### src/rtl/rr_arb3_gnt.sv
// Three-requester round-robin arbiter with a fixed REQ2GNT-cycle request-to-grant pipeline.
// Grants and gnt_id leave straight from the last pipeline stage; rr_ptr is the debug pointer.
`timescale 1ns/1ps
module rr_arb3_gnt #(
  parameter int unsigned REQ2GNT = 2
) (
  input  logic       clk,
  input  logic       reset,
  input  logic       req1,
  input  logic       req2,
  input  logic       req3,
  output logic       gnt1,
  output logic       gnt2,
  output logic       gnt3,
  output logic [1:0] gnt_id,
  output logic [1:0] rr_ptr
);

  localparam int unsigned LAST = REQ2GNT - 1;

  if (REQ2GNT < 1 || REQ2GNT > 8) begin : g_bad_latency
    $fatal(1, "rr_arb3_gnt: REQ2GNT must be within 1..8");
  end

  logic [2:0] req_vec;
  logic [2:0] win_vec;
  logic [1:0] win_id;
  logic [1:0] ptr_next;

  assign req_vec = {req3, req2, req1};

  // Rotating-priority pick; rr_ptr names the client with top priority.
  always_comb begin
    win_vec = 3'b000;
    win_id  = 2'd0;
    case (rr_ptr)
      2'd2: begin
        if      (req_vec[1]) begin win_vec = 3'b010; win_id = 2'd2; end
        else if (req_vec[2]) begin win_vec = 3'b100; win_id = 2'd3; end
        else if (req_vec[0]) begin win_vec = 3'b001; win_id = 2'd1; end
      end
      2'd3: begin
        if      (req_vec[2]) begin win_vec = 3'b100; win_id = 2'd3; end
        else if (req_vec[0]) begin win_vec = 3'b001; win_id = 2'd1; end
        else if (req_vec[1]) begin win_vec = 3'b010; win_id = 2'd2; end
      end
      default: begin
        if      (req_vec[0]) begin win_vec = 3'b001; win_id = 2'd1; end
        else if (req_vec[1]) begin win_vec = 3'b010; win_id = 2'd2; end
        else if (req_vec[2]) begin win_vec = 3'b100; win_id = 2'd3; end
      end
    endcase
  end

  // Pointer moves to the client after the winner; 0 is never produced.
  always_comb begin
    ptr_next = rr_ptr;
    case (win_id)
      2'd1:    ptr_next = 2'd2;
      2'd2:    ptr_next = 2'd3;
      2'd3:    ptr_next = 2'd1;
      default: ptr_next = rr_ptr;
    endcase
  end

  always_ff @(posedge clk) begin
    if (reset) begin
      rr_ptr <= 2'd1;
    end else if (win_id != 2'd0) begin
      rr_ptr <= ptr_next;
    end
  end

  // Each stage carries {gnt_id, gnt3, gnt2, gnt1} so the encoding stays aligned.
  for (genvar s = 0; s < REQ2GNT; s++) begin : g_stage
    logic [4:0] q;
    if (s == 0) begin : g_head
      always_ff @(posedge clk) begin
        if (reset) q <= 5'b0;
        else       q <= {win_id, win_vec};
      end
    end else begin : g_tail
      always_ff @(posedge clk) begin
        if (reset) q <= 5'b0;
        else       q <= g_stage[s-1].q;
      end
    end
  end

  assign {gnt_id, gnt3, gnt2, gnt1} = g_stage[LAST].q;

endmodule

### config.mk
export PLATFORM = sky130hd
export DESIGN_NAME = rr_arb3_gnt
export DESIGN_NICKNAME = d
export VERILOG_FILES = /design/src/rtl/rr_arb3_gnt.sv
export SDC_FILE = /design/constraint.sdc
export NUM_CORES = 1
export LEC_CHECK = 0
export CORE_AREA = 5 5 42 44
export DETAILED_ROUTE_END_ITERATION = 6
export DIE_AREA = 0 0 47 49
export GPL_TIMING_DRIVEN = 1
export SLEW_MARGIN = 20
export SYNTH_ARGS = -nofsm -noshare
export SYNTH_HDL_FRONTEND = slang
export SYNTH_SLANG_ARGS = --single-unit
### constraint.sdc
create_clock -name clk -period 1.25 [get_ports clk]
set_input_delay 0.125 -clock clk [delete_from_list [all_inputs] [get_ports clk]]
set_output_delay 0.125 -clock clk [all_outputs]
set_load 0.05 [all_outputs]
Yosys cells after proc, flatten, opt, wreduce, memory -nomap -nowiden:

Index checks and enable logic that the tools add are counted.

* eq/ne operators: 5
* muxes and demuxes: 21
* reductions and logical operators: 3

Operators with widths (count)
* $mux 2: 10
* $mux 3: 6
* $eq 2x2->1 const B: 4
* $pmux 2 s3: 1
* $pmux 3 s2: 1
* $pmux 2 s2: 1
* $reduce_bool 3->1: 1
* $eq 2x1->1 const B: 1
* $mux 1: 2
* $reduce_and 2->1: 1
* $reduce_bool 2->1: 1

* word-level logic and storage cells: 32
* register bits: 12
* output and inout bits: 7

Logic depth before layout (Yosys ltp):

* depth in word-level cells: 7
* depth in mapped cells: 3
* depth with buffers taken out: 3

Worst setup path after synthesis:

No wires, ideal clock.

* path kind: register -> register
* from: register rr_ptr[0]
* to: register g_stage[0].q[1]
* stages on the path, launching flop included: 3
* data required time: 1.134 ns
* data arrival time: 1.149 ns
* setup slack: -0.015 ns
* buffers on the path: 0
* path through: dfxtp_1 > and2b_2 > o211a_1

* cells in the longest elaborated chain, start to end: 2
* elaborated cells between the ends (all ways): 3

RTL lines
* start, declared: line 16 `output logic [1:0] rr_ptr`
* start signal, assigned: line 70 `rr_ptr <= ptr_next;`
* $eq 2x2->1: line 36 `case (rr_ptr)`
* $pmux 3 s2 (*): line 36
* end signal, assigned: line 80 `else q <= {win_id, win_vec};`
* end, declared: line 76 `logic [4:0] q;`

Every way passes the cells marked *; elsewhere a longest branch is shown, timed or not.
A chain may end at the register's enable or synchronous reset.

Worst setup path after layout:

* from: register rr_ptr[1]
* to: output rr_ptr[1]

No word-level cell between the ends.

==> run_results.csv <==
group,metric,value,unit
flow_run,maxCapViolations,0,
sta,slew_headroom,78.1,%
route,drcViolationCount,0,
critical_path,crit_arrival,0.96,ns
clock_network,clk_latency,0.25,ns
sta,min_period_over_period,86.5,%
route,wire_per_inst,10.1,um
placement,place_area,622,um^2
synth,synth.avg_cell_area,10.5,um^2
sta,fin_crit,1.08,ns
cells_and_area,nets,61,
sta,hold_viol,0,
clock_network,numCtsBuffers,3,
cells_and_area,drive_gt1_share,29.1,%
clock_network,cts_max_level,1,
clock_network,cts-root-buf,"clkbuf_4",
sta,setup_violations,0,
floorplan,fp.dieH,49,um
floorplan,placementRows,14,
floorplan,die_x,47,um
synth,ys_seq_area_share,58.5,%
synth,netlist_area,410,um^2
sta,fmax,0.925,GHz
synth,synth_seq_cells,12,
route,met1_length,314,um
grt,grt-ovfl-total,0,
floorplan,io_pins,12,
clock_network,cts.clk_slew.worst_paths,0.07,ns
sta,tns,0,ns
run_status,outcome,"complete, no violations",
critical_path,cp_cell_sequence,"buf_12",
critical_path,crit_path_end_kind,"output port",
worst_hold_path,hp-class,"register to register",
route,wl_met2,313,um
floorplan,die_area,0.00230,mm^2
critical_path,path_buf_inv,1,
synth,yosysUniqueCellTypes,17,
cells_and_area,area_delta_synth_final,60.4,%
cells_and_area,final_core_util,47.0,%
placement,place.gp.congestion,0.769,
cells_and_area,multi_input_area,158,um^2
critical_path,cp_slowest_cell,"dfxtp_1",
grt,grt_pass1_wl,1.21,mm
synth,yosysWarnings,0,
route,via_per_inst,4.48,
clock_network,cts_resized,0,
power,p_leak,0.283,nW
power,power_density,1310,mW/mm^2
clock_network,clockBufferDepth,2,
sta,rsz0062_at_grt,"no",
route,drtIter0Drc,1,
placement,dpl.hpwl,551,um
critical_path,reg2reg_depth,3,
sta,setup_slack,0.169,ns
grt,grt_pass1_vias,296,
grt,grt_max_degree,10,
grt,grt_usage,7.57,%
critical_path,r2r_start,"rr_ptr[1]$_SDFFE_PP0P_",
worst_hold_path,holdPathEnd,"g_stage[1].q[4]$_SDFF_PP0_",
cells_and_area,fill_cells,142,
power,peakVddDrop,0.584,mV
critical_path,cp_max_fo,9,
clock_network,cts_tree,"built",
worst_hold_path,hold_path_startpoint,"g_stage[0].q[4]$_SDFF_PP0_",
cells_and_area,fin_area,658,um^2
route,wl_met3,68,um
placement,dpl_worst_slack,0.0185,ns
cells_and_area,ff_latch_area,241,um^2
critical_path,critical_path_class,"register to output port",
critical_path,path_delay_family,"flip-flops",
clock_network,holdBufCountCts,0,
floorplan,coreArea,0.00140,mm^2
critical_path,max_stage_delay,0.51,ns
sta,skew,0.000226,ns
floorplan,initial_core_util,29.3,%
route,ant_nets,0,
synth,syn_nets,44,
sta,max_slew.worst_pin.slew,0.329,ns
synth,postSynthCellCount,39,
route,vias,318,
critical_path,critPathLaunchType,"register",
grt,antenna_found_initial,0,
route,top_layer,"met4",
cells_and_area,antennaDiodeCount,0,
route,wirelength,715,um
route,drt_first_pass_iters,2,
clock_network,cts_setup_buffers,0,
sta,timing.final.max_slew_violations,0,
clock_network,numClockSinks,12,
placement,io_buffers,11,
critical_path,cp.required,1.12,ns
worst_hold_path,holdPathStages,1,
critical_path,reg2reg_slack,0.23,ns
critical_path,rr_endpoint,"g_stage[0].q[3]$_SDFF_PP0_",
==> registers in the layout, indices dropped and copies added (netlist names) <==
signal	cells
g_stage.q	10
rr_ptr	2
==> cell families after synthesis <==
| logic type | Yosys count | synth area share, % |
|---|---|---|
| AND/OR/NAND/NOR | 14 | 21.0 |
| flip-flops | 12 | 58.5 |
| AO/OA/AOI/OAI | 10 | 17.4 |
| buffers and inverters | 3 | 3.05 |
==> power by group <==
group	leakage (nW)	total, mW	switching [mW]	internal [mW]
Combinational	0.163	0.154	0.0741	0.0800
Sequential	0.0988	0.423	0.0186	0.405
Clock	0.0210	0.285	0.108	0.176
==> synth_stat cells (all sizes together) <==
cell type / n / share of area [%]
a211oi: 2 / 3.7
a21oi: 2 / 2.4
a311oi: 1 / 2.1
a32oi: 1 / 2.1
and2b: 1 / 2.1
and3: 2 / 3.0
buf: 1 / 1.2
dfxtp: 12 / 59
inv: 2 / 1.8
nand2b: 2 / 3.7
nor2: 2 / 1.8
nor2b: 6 / 9.1
nor3: 1 / 1.2
o211a: 1 / 2.4
o21ai: 2 / 2.4
o2bb2ai: 1 / 2.1
==> cell usage in the layout, fill, tap and decap left out, types with 2 or more instances in the layout <==
master and n:
dfxtp_1 11, buf_12 7, nor2b_1 6, clkdlybuf4s50_1 4, clkbuf_4 3, a21oi_1 2
a211oi_1 2, inv_1 2, and3_1 2, o21ai_0 2, nor2_1 2, buf_4 2
==> metal layers <==
metal,vias to the layer above,GRT usage [%]
met5,-,0
met4,0,6.91
met3,2,3.32
met2,11,9.95
met1,135,8.69
li1,170,-
==> layout make-up <==
type / count / share of cell area (%)
Clock buffer: 4 / 5.51
Timing Repair Buffer: 13 / 29.7
Sequential cell: 12 / 36.7
Inverter: 2 / 1.14
Multi-Input combinational cell: 24 / 24.0
Tap cell: 16 / 3.04
==> through the flow <==
| stage | cells | hold WS, ns | power, mW |
|---|---|---|---|
| floorplan | 39 | 0.222 | 0.502 |
| global placement | 67 | 0.417 | 0.586 |
| detailed placement | 67 | 0.425 | 0.587 |
| CTS | 71 | 0.447 | 0.877 |
| global route | 71 | 0.454 | 0.910 |
| finish | 71 | 0.440 | 0.862 |
==> worst max path at each step <==
stage | startpoint | slack, ns | depth (start not counted) | endpoint
2_1_floorplan | rr_ptr[1]$_SDFFE_PP0P_ | 0.009 | 2 | g_stage[0].q[4]$_SDFF_PP0_
3_3_place_gp | req2 | 0.03 | 4 | g_stage[0].q[0]$_SDFF_PP0_
3_5_place_dp | req2 | 0.02 | 4 | g_stage[0].q[0]$_SDFF_PP0_
4_1_cts | rr_ptr[1]$_SDFFE_PP0P_ | 0.16 | 1 | rr_ptr[1]
5_1_grt | rr_ptr[1]$_SDFFE_PP0P_ | 0.11 | 1 | rr_ptr[1]
6_report | rr_ptr[1]$_SDFFE_PP0P_ | 0.17 | 1 | rr_ptr[1]
Power figures use the tool's default switching activity.
